--- src/rtl/decode_instr_window.sv ---
// decode_instr_window
//   Byte-stream sequencer feeding the opcode/operand decoder. 32-bit
//   little-endian fetch words enter a 16-byte circular buffer. An 11-byte
//   window aligned to the current instruction start is presented to decode,
//   and decode retires each instruction by reporting its length.
//
// Ports
//   clk, rst_n          clock; synchronous active-low reset
//   fetch_valid/ready   fetch word handshake; fetch_data byte0 = [7:0]
//   fetch_last          accepted word is the last word of the stream
//   flush               drop all buffered bytes and end-of-stream state
//   window_valid/window 88-bit window; bytes at or beyond count read as 0
//   consume_valid/len   instruction length reported by decode (1..11)
//   count               buffered byte count (0..16)
//   done                stream fully consumed
//   err                 sticky illegal-consume flag (cleared by flush/reset)
//
// Optional feature (macro DECODE_INSTR_WINDOW_STATS_EN)
//   instr_count   legal consumes, saturating
//   stall_cycles  cycles spent in FILL before end-of-stream, saturating
module decode_instr_window #(
  parameter int FETCH_BYTES  = 4,
  parameter int BUF_BYTES    = 16,
  parameter int WINDOW_BYTES = 11
) (
  input  logic                          clk,
  input  logic                          rst_n,
  input  logic                          fetch_valid,
  output logic                          fetch_ready,
  input  logic [8*FETCH_BYTES-1:0]      fetch_data,
  input  logic                          fetch_last,
  input  logic                          flush,
  output logic                          window_valid,
  output logic [8*WINDOW_BYTES-1:0]     window,
  input  logic                          consume_valid,
  input  logic [3:0]                    consume_len,
  output logic [$clog2(BUF_BYTES):0]    count,
  output logic                          done,
  output logic                          err
`ifdef DECODE_INSTR_WINDOW_STATS_EN
  ,
  output logic [31:0]                   instr_count,
  output logic [31:0]                   stall_cycles
`endif
);

  localparam int PTR_W = $clog2(BUF_BYTES);
  localparam int CNT_W = PTR_W + 1;
  localparam logic [CNT_W-1:0] WIN_CNT   = CNT_W'(WINDOW_BYTES);
  localparam logic [CNT_W-1:0] FETCH_CNT = CNT_W'(FETCH_BYTES);
  localparam logic [CNT_W-1:0] FR_MAX    = CNT_W'(BUF_BYTES - FETCH_BYTES);

  typedef enum logic [2:0] {S_FILL, S_RUN, S_DRAIN, S_DONE, S_ERR} state_t;

  logic [7:0]       r_buf [BUF_BYTES];
  logic [PTR_W-1:0] r_rd_ptr, r_wr_ptr;
  logic [CNT_W-1:0] r_count;
  logic             r_eos, r_err;
  state_t           r_state;

  logic             w_fetch_acc, w_cons_req, w_cons_legal, w_cons_bad;
  logic [CNT_W-1:0] w_len, w_count_next;
  logic             w_eos_next;
  logic [PTR_W-1:0] w_rd_next, w_wr_next;
  state_t           w_state_next;

  assign fetch_ready = (r_count <= FR_MAX) && (r_state == S_FILL || r_state == S_RUN);
  assign done        = (r_state == S_DONE);
  assign err         = r_err;
  assign count       = r_count;

  always_comb begin
    window_valid = 1'b0;
    case (r_state)
      S_RUN:   window_valid = (r_count >= WIN_CNT);
      S_DRAIN: window_valid = (r_count != '0);
      default: window_valid = 1'b0;
    endcase
  end

  // Bytes past the valid count are masked so stale buffer contents never leak.
  always_comb begin
    window = '0;
    for (int i = 0; i < WINDOW_BYTES; i++) begin
      if (CNT_W'(i) < r_count)
        window[8*i +: 8] = r_buf[PTR_W'(r_rd_ptr + PTR_W'(i))];
    end
  end

  assign w_fetch_acc  = fetch_valid && fetch_ready;
  assign w_cons_req   = window_valid && consume_valid;
  assign w_len        = CNT_W'(consume_len);
  assign w_cons_legal = w_cons_req && (w_len != '0) && (w_len <= r_count) && (w_len <= WIN_CNT);
  assign w_cons_bad   = w_cons_req && !w_cons_legal;

  assign w_count_next = r_count + (w_fetch_acc ? FETCH_CNT : '0) - (w_cons_legal ? w_len : '0);
  assign w_eos_next   = r_eos || (w_fetch_acc && fetch_last);
  assign w_rd_next    = r_rd_ptr + (w_cons_legal ? PTR_W'(consume_len) : '0);
  assign w_wr_next    = r_wr_ptr + (w_fetch_acc ? PTR_W'(FETCH_BYTES) : '0);

  // Transitions look at the post-update count and end-of-stream flag; an
  // end-of-stream takes precedence over the fill/run decision.
  always_comb begin
    w_state_next = r_state;
    case (r_state)
      S_FILL: begin
        if (w_eos_next)                 w_state_next = S_DRAIN;
        else if (w_count_next >= WIN_CNT) w_state_next = S_RUN;
      end
      S_RUN: begin
        if (w_eos_next)                 w_state_next = S_DRAIN;
        else if (w_count_next < WIN_CNT) w_state_next = S_FILL;
      end
      S_DRAIN: begin
        if (w_count_next == '0)         w_state_next = S_DONE;
      end
      default: w_state_next = r_state;
    endcase
    if (w_cons_bad) w_state_next = S_ERR;
  end

  always_ff @(posedge clk) begin
    if (!rst_n) begin
      r_rd_ptr <= '0;
      r_wr_ptr <= '0;
      r_count  <= '0;
      r_eos    <= 1'b0;
      r_err    <= 1'b0;
      r_state  <= S_FILL;
    end else if (flush) begin
      r_rd_ptr <= '0;
      r_wr_ptr <= '0;
      r_count  <= '0;
      r_eos    <= 1'b0;
      r_err    <= 1'b0;
      r_state  <= S_FILL;
    end else begin
      r_rd_ptr <= w_rd_next;
      r_wr_ptr <= w_wr_next;
      r_count  <= w_count_next;
      r_eos    <= w_eos_next;
      r_state  <= w_state_next;
      if (w_cons_bad) r_err <= 1'b1;
    end
  end

  // Buffer storage carries no reset; validity is tracked by count alone.
  always_ff @(posedge clk) begin
    if (rst_n && !flush && w_fetch_acc) begin
      for (int b = 0; b < FETCH_BYTES; b++)
        r_buf[PTR_W'(r_wr_ptr + PTR_W'(b))] <= fetch_data[8*b +: 8];
    end
  end

`ifdef DECODE_INSTR_WINDOW_STATS_EN
  logic [31:0] r_instr_count, r_stall_cycles;

  always_ff @(posedge clk) begin
    if (!rst_n || flush) begin
      r_instr_count  <= '0;
      r_stall_cycles <= '0;
    end else begin
      if (w_cons_legal && r_instr_count != 32'hFFFF_FFFF)
        r_instr_count <= r_instr_count + 32'd1;
      if (r_state == S_FILL && !r_eos && r_stall_cycles != 32'hFFFF_FFFF)
        r_stall_cycles <= r_stall_cycles + 32'd1;
    end
  end

  assign instr_count  = r_instr_count;
  assign stall_cycles = r_stall_cycles;
`endif

endmodule

--- config.mk ---
export PLATFORM = sky130hd
export DESIGN_NAME = decode_instr_window
export DESIGN_NICKNAME = d
export VERILOG_FILES = /design/src/rtl/decode_instr_window.sv
export SDC_FILE = /design/constraint.sdc
export NUM_CORES = 1
export LEC_CHECK = 0
export ABC_AREA = 1
export CAP_MARGIN = 25
export CORE_MARGIN = 2
export CORE_UTILIZATION = 40
export DETAILED_ROUTE_END_ITERATION = 8
export GPL_TIMING_DRIVEN = 0
export PLACE_DENSITY = 0.59
export SYNTH_ARGS = -nofsm -noshare
export SYNTH_HDL_FRONTEND = slang
export SYNTH_SLANG_ARGS = --single-unit
--- constraint.sdc ---
create_clock -name clk -period 4.8 [get_ports clk]
set_input_delay 0.48 -clock clk [delete_from_list [all_inputs] [get_ports clk]]
set_output_delay 0.48 -clock clk [all_outputs]
set_load 0.02 [all_outputs]
==> results of run 1 <==
==> through the flow <==
stage               TNS [ns]  hold slack (ns)  cell area, um2  power [mW]
detailed placement         0           0.4496           13470       3.549
global route               0           0.4847           14080       5.106
CTS                        0           0.4625           14060       4.877
finish                     0           0.4582           14080       4.881
floorplan                  0           0.4474           11470       2.643
global placement     -103.97           0.4429           13340       3.523
==> tightest hold or removal path, cell delays in order (launching register included) <==
cell and delay, ns:
dfxtp_1 0.31, inv_1 0.05, a21oi_1 0.05
==> worst max-delay path by stage <==
stage | startpoint | end | slack, ns
floorplan | count[0] | r_buf[0][0] | 0.72
global placement | rst_n | r_buf[9][4] | -1.26
detailed placement | r_rd_ptr[1] | window[14] | 0.40
CTS | r_rd_ptr[1] | window[80] | 0.04
global route | r_rd_ptr[1] | window[9] | 0.03
finish | r_rd_ptr[1] | window[14] | 0.23
==> state kept, by name, summed over array words and instances, names as in the netlist <==
signal and flops:
count 5, r_state 3, r_rd_ptr 4, r_eos 1
r_wr_ptr 2, err 1, r_buf 128
==> final cells by class <==
cell class | count | area share
buffer | 102 | 0.03776
clock inverter | 15 | 0.01182
clock buffer | 17 | 0.03021
timing repair buffer | 147 | 0.1062
inverter | 101 | 0.02737
tap | 384 | 0.03412
multi-input combinational | 1336 | 0.4567
sequential | 144 | 0.2958
==> power by group through the flow <==
stage               combinational, mW  clock (mW)  sequential, mW
global route                     2.22        1.40            1.48
CTS                              2.05        1.35            1.48
floorplan                        1.14           0            1.50
finish                           2.06        1.34            1.48
detailed placement               2.04           0            1.51
global placement                 2.01           0            1.51
==> cell usage in the layout, fill, tap and decap left out, drive strengths merged, types with 16 or more instances in the layout <==
| master | instances |
|---|---|
| dfxtp | 16 |
| mux2i | 42 |
| ha | 21 |
| clkbuf | 58 |
| clkdlybuf4s50 | 138 |
| inv | 106 |
| a21oi | 99 |
| nand3 | 117 |
| buf | 70 |
| o21ai | 289 |
| nor2 | 97 |
| edfxtp | 128 |
| nand2 | 623 |
==> layer usage <==
metal	wire [um]	global-route usage	up-vias
met5	0	0	-
met1	22730	0.4795	5960
met3	4520	0.06732	77
li1	-	-	5972
met2	23970	0.5588	593
met4	1631	0.1098	0
==> synth_stat cells (2+ instances only) <==
master	number	area (um2)
nand3_1	111	555.5
buf_1	4	15.01
nand2_1	620	2327
nand3_4	4	70.07
o211ai_1	2	15.01
xor2_1	5	43.79
edfxtp_1	128	3844
mux2i_1	42	420.4
nand3_2	2	20.02
o21ai_0	247	1236
inv_2	8	30.03
buf_2	47	235.2
fa_1	3	60.06
dfxtp_1	16	320.3
o21ai_1	42	210.2
nand2_2	3	18.77
a21oi_1	99	495.5
nor3_1	6	30.03
o22ai_1	5	31.28
clkbuf_1	40	150.1
buf_6	10	112.6
a31oi_1	10	62.56
ha_1	21	262.8
xnor2_1	2	17.52
clkinv_1	3	11.26
inv_1	89	334.1
nor2_4	4	45.04
nor2_1	92	345.3
or2_2	9	56.30
==> timing repair <==
item,4_1_cts,5_1_grt
endpoints found under the setup margin,11,47
resized for setup,2,16
cloned,0,0
==> cell families (layout without fill, tap and decap cells) <==
logic type,count (synthesis),in the layout,synth area share
simple gates,854,854,0.3052
flops,144,144,0.3629
compound gates,407,407,0.1804
buf+inv,203,382,0.07862
mux,42,42,0.03664
xor+xnor,9,9,0.008179
fa+ha+maj,24,24,0.02813
==> run_results.csv, run 1 <==
group,metric,value,unit
status,status,"finished clean",
synthesis,syn_area,11470,um2
worst_setup_path,setup.worst_path.class,"flop to primary output",
final_layout,n_fill_cell,2899,
run,drv_cap,0,
placed_design,gp_congestion,1.051,
synthesis,ys_types,38,
global_route,grt_overflow,0,
final_layout,final_cells,2246,
hold_path,hold_path_end,"err",
placed_design,dp.cells,2214,
worst_setup_path,worstPathArrival,4.09,ns
synthesis,yosysWarnings,0,
floorplanning,rows,62,
clock_tree,path_clk_slew,0.08,ns
timing,worst_slack,0.2329,ns
drt,drt_iter0_markers,1293,
floorplanning,coreArea,28470,um2
drt,routed_wl,52.85,mm
drt,via_count,12600,
hold_path,min_path_cells,2,
worst_setup_path,r2r-start,"count[4]",
clock_tree,cts_buffers,17,
floorplanning,start_util,0.4031,
hold_path,hp-class,"flop to flop",
drt,dr.pass1.iters,6,
floorplanning,die_w,173.4,um
final_layout,fin_nets,1915,
drt,wire_per_inst,23.53,um
power_and_ir_drop,p_int,2.902,mW
worst_setup_path,cpMostUsedCell,"buf_2",
synthesis,synth_flop_cell,"edfxtp_1",
worst_setup_path,path_depth,12,
clock_tree,clk_latency,0.45,ns
power_and_ir_drop,power_frac_seq,0.303,
worst_setup_path,reg2reg_to,"r_state[0]",
timing,fmax,0.2190,GHz
synthesis,ys_seq_area_frac,0.3629,
worst_setup_path,slowest_delay,0.63,ns
global_route,grt_pass1_vias,11430,
timing,period_share,0.9515,
synthesis,ys_ff_latch,144,
power_and_ir_drop,ir_drop,242.5,uV
timing,tightest_slew,1.028,ns
hold_path,hold_path_startpoint,"err",
placed_design,io_buffers,138,
final_layout,ff_latch_area,4165,um2
power_and_ir_drop,p_switching,1.979,mW
clock_tree,cts_hold_buf,0,
worst_setup_path,r2r_cells,19,
worst_setup_path,crit_chain,"buf_2 > clkinv_1 > buf_2 > buf_2 > ha_1 > clkbuf_2 > clkbuf_2 > o21ai_0 > o21ai_1 > nand2_1 > a21oi_1 > clkdlybuf4s50_1",
global_route,grt_first_pass_wirelength,76.76,mm
timing,rsz0062_at_grt,"false",
worst_setup_path,cp.required,4.32,ns
final_layout,area_growth,22.71,%
final_layout,final_core_util,0.4946,
worst_setup_path,cp_num_buf_inv,7,
power_and_ir_drop,p_leak,6.010,nW
power_and_ir_drop,powerDensity,346.6,nW/um2
power_and_ir_drop,p_comb_frac,0.422,
worst_setup_path,critPathTopFamily,"buffers and inverters",
clock_tree,cts.sinks,144,
final_layout,num_antenna_cells,0,
clock_tree,cts_root_buf,"clkbuf_16",
timing,slew_viol_final,0,
worst_setup_path,end_kind,"primary output",
synthesis,syn-num-nets,1749,
timing,layout_min_cycle_time,4.567,ns
worst_setup_path,cpMaxStageDelayCell,"clkdlybuf4s50_1",
worst_setup_path,critical_path.max_fanout,14,
synthesis,async_flop_share,0,
synthesis,synth-edff-count,128,
final_layout,drive_above_1_share,0.08002,
power_and_ir_drop,switching_share,0.4055,
worst_setup_path,r2r_setup_slack,0.76,ns
timing,hold_viol_final,0,
clock_tree,htree_levels,4,
power_and_ir_drop,clkPwrFrac,0.275,
clock_tree,post_cts_buffers,0,
timing,setup_viol,0,
worst_setup_path,startpoint_type,"flop",
placed_design,pre_cts_slack,0.4011,ns
global_route,antenna_found_initial,2,
final_layout,multi_input_area,6431,um2
clock_tree,cts_tree,"done",
placed_design,dp_hpwl,43.56,mm
drt,drc_errors,0,
global_route,grt_max_degree,19,
timing,timing.slew.headroom,0.3071,
floorplanning,fp.dieH,173.4,um
synthesis,synth_area_per_cell,6.818,um2
global_route,track_usage,0.3498,
floorplanning,dieArea,30060,um2
synthesis,synthCells,1683,
floorplanning,io-pin-count,139,
drt,avgViaCountPerCell,5.611,
clock_tree,clockBufferDepth,2,
drt,drtAntennaViolNets,0,
timing,skew,0.01816,ns
No activity file was read; power rests on OpenSTA's default activity.
==> run 2: changes to the inputs <==
--- a/config.mk
+++ b/config.mk
@@ -7,11 +7,12 @@
 export LEC_CHECK = 0
 export ABC_AREA = 1
 export CAP_MARGIN = 25
-export CORE_MARGIN = 2
+export CORE_ASPECT_RATIO = 0.6
+export CORE_MARGIN = 1.5
 export CORE_UTILIZATION = 40
 export DETAILED_ROUTE_END_ITERATION = 8
 export GPL_TIMING_DRIVEN = 0
-export PLACE_DENSITY = 0.59
+export PLACE_DENSITY = 0.61
 export SYNTH_ARGS = -nofsm -noshare
 export SYNTH_HDL_FRONTEND = slang
 export SYNTH_SLANG_ARGS = --single-unit
==> constraint.sdc (replaced) <==
create_clock -name clk -period 4 [get_ports clk]
set_input_delay 0.4 -clock clk [delete_from_list [all_inputs] [get_ports clk]]
set_output_delay 0.4 -clock clk [all_outputs]
set_load 0.02 [all_outputs]
==> run 2 against run 1 <==
Final cell count down 0.58%. Critical path depth down 5. Clock-buffer cell count unchanged. Power up 17%. Highest routed layer is now met5. Sequential power increased by 20%. Cell area is essentially flat. Via count is 4.7% higher. Utilization grew 1.1 points. Die area is 1.0% lower.
==> run_results.csv, run 2 (synthesis results as in run 1) <==
group,metric,value,unit
floorplanning,rows,47,
final_layout,fin_area,14090,um2
clock_tree,clk_latency,0.45,ns
timing,tightest_slew,1.013,ns
power_and_ir_drop,power_frac_seq,0.313,
timing,period_share,0.9817,
power_and_ir_drop,clkPwrFrac,0.266,
drt,routed_wl,56.20,mm
worst_setup_path,reg2reg_to,"r_state[1]",
power_and_ir_drop,p_switching,2.367,mW
status,status,"finished clean",
drt,wl_met3,8.150,mm
final_layout,final_common_cell,"nand2_1",
final_layout,layout_common_cells,"618 x nand2_1, 237 x o21ai_0, 128 x edfxtp_1, 111 x nand3_1, 99 x a21oi_1",
drt,dr.pass1.iters,5,
worst_setup_path,startpoint_type,"flop",
final_layout,num_antenna_cells,0,
hold_path,hold_path_startpoint,"err",
global_route,grt_first_pass_wirelength,80.50,mm
drt,avgViaCountPerCell,5.910,
drt,wl_met1,24.65,mm
global_route,grt_pass1_vias,12010,
final_layout,drive_above_1_share,0.09378,
timing,fmax,0.2547,GHz
placed_design,io_buffers,138,
power_and_ir_drop,p_comb_frac,0.421,
timing,timing.slew.headroom,0.3176,
worst_setup_path,critical_path.max_fanout,10,
worst_setup_path,r2r_setup_slack,0.29,ns
final_layout,largest_register_ffs,128,
worst_setup_path,crit_chain,"buf_2 > buf_1 > o21ai_0 > o21ai_0 > o21ai_0 > nor2_1 > clkdlybuf4s50_1",
clock_tree,cts_buffers,17,
worst_setup_path,r2r-start,"count[1]",
clock_tree,path_clk_slew,0.06,ns
clock_tree,cts_root_buf,"clkbuf_16",
final_layout,area_growth,22.78,%
floorplanning,start_util,0.4117,
drt,drc_errors,0,
floorplanning,die_w,221.7,um
timing,slew_viol_final,0,
clock_tree,clockBufferDepth,2,
worst_setup_path,worstPathArrival,3.53,ns
timing,finalSetupTns,0,ns
power_and_ir_drop,switching_share,0.4156,
drt,drt_iter0_markers,2208,
final_layout,n_fill_cell,2843,
power_and_ir_drop,powerDensity,404.3,nW/um2
worst_setup_path,end_kind,"primary output",
run,drv_cap,0,
global_route,antenna_found_initial,1,
final_layout,largest_register,"r_buf",
final_layout,final_cells,2233,
floorplanning,dieArea,29750,um2
timing,layout_min_cycle_time,3.927,ns
worst_setup_path,cpMostUsedCell,"o21ai_0",
hold_path,hp-class,"flop to flop",
timing,setup_viol,0,
floorplanning,io-pin-count,139,
global_route,grt_max_degree,23,
drt,route.met2.wl,22.15,mm
worst_setup_path,setup.worst_path.class,"flop to primary output",
drt,drtAntennaViolNets,0,
power_and_ir_drop,ir_drop,226.5,uV
hold_path,hold_path_end,"err",
drt,via_count,13200,
final_layout,fin_nets,1920,
clock_tree,cts_hold_buf,0,
timing,skew,0.01357,ns
clock_tree,cts.sinks,144,
hold_path,min_path_cells,2,
worst_setup_path,cp.required,3.60,ns
final_layout,multi_input_area,6487,um2
placed_design,placed_area,13460,um2
placed_design,dp.cells,2198,
timing,hold_viol_final,0,
drt,wire_per_inst,25.17,um
clock_tree,htree_levels,4,
clock_tree,cts_tree,"done",
global_route,grt_overflow,0,
final_layout,ff_latch_area,4175,um2
power_and_ir_drop,p_leak,6.282,nW
worst_setup_path,cpMaxStageDelayCell,"buf_1",
placed_design,gp_congestion,1.045,
floorplanning,coreArea,27870,um2
power_and_ir_drop,p_int,3.328,mW
worst_setup_path,r2r_cells,19,
drt,routed.top_layer,"met5",
placed_design,dp_hpwl,45.59,mm
worst_setup_path,slowest_delay,0.64,ns
floorplanning,fp.dieH,134.2,um
global_route,track_usage,0.3785,
## run 2: cell count changes in the layout (fill, tap and decap cells not counted), sizes merged
cell,change
clkdlybuf4s50,-56
dlygate4sd2,+53
buf,+9
inv,-3
clkbuf,-2
clkinv,+2
dlymetal6s2s,+1
## run 2: critical path: cells and delay by family, from the launching register on
kind,cells,cell delay [ns]
AOI/OAI and AO/OA,3,1.02
DFF,1,0.40
and+or+nand+nor,1,0.20
buffers and inverters,3,1.46
## run 2: final cells by class
type,instances,area share
clock buffer,17,0.03020
inverter,101,0.02726
tap,367,0.03259
multi-input combinational,1336,0.4605
sequential,144,0.2964
buffer,102,0.04130
timing repair buffer,152,0.1044
clock inverter,14,0.007460
## run 2: timing repair
| action | 4_1_cts | 5_1_grt |
|---|---|---|
| cloned | 0 | 0 |
| pin swaps | 0 | 1 |
| setup buffers | 4 | 0 |
| setup endpoints to repair | 68 | 22 |
| gates resized for setup | 105 | 21 |
## run 2: power by group through the flow
stage / clock network (mW) / logic, mW / registers, mW
floorplan: 0 / 1.37 / 1.80
global placement: 0 / 2.43 / 1.81
detailed placement: 0 / 2.46 / 1.81
CTS: 1.52 / 2.35 / 1.78
global route: 1.56 / 2.56 / 1.79
finish: 1.52 / 2.40 / 1.78
## run 2: metrics by stage
step | setup WS, ns | util | hold WS [ns] | power [mW]
2_1_floorplan | -0.08481 | - | 0.4474 | 3.172
3_3_place_gp | -2.125 | 0.4777 | 0.4409 | 4.245
3_5_place_dp | -0.6083 | 0.4830 | 0.4689 | 4.275
4_1_cts | 0.007061 | 0.5043 | 0.4791 | 5.647
5_1_grt | -0.01708 | 0.5054 | 0.5149 | 5.918
6_report | 0.07309 | 0.5054 | 0.4779 | 5.696
## run 2: how the worst max path moves through the flow
stage,from,endpoint,slack (ns),cells after the start
after global routing,count[2],r_state[0],-0.02,20
after detailed placement,r_rd_ptr[1],window[9],-0.61,12
after floorplan,count[0],r_buf[0][0],-0.08,7
after global placement,rst_n,r_buf[11][6],-2.12,7
after CTS,r_rd_ptr[0],window[66],0.007,9
final,r_rd_ptr[1],window[2],0.07,7
## run 2: metal layers
| layer | vias up | track usage |
|---|---|---|
| li1 | 5988 | - |
| met1 | 6211 | 0.5551 |
| met2 | 907 | 0.5255 |
| met3 | 88 | 0.1240 |
| met4 | 2 | 0.1046 |
| met5 | - | 0 |
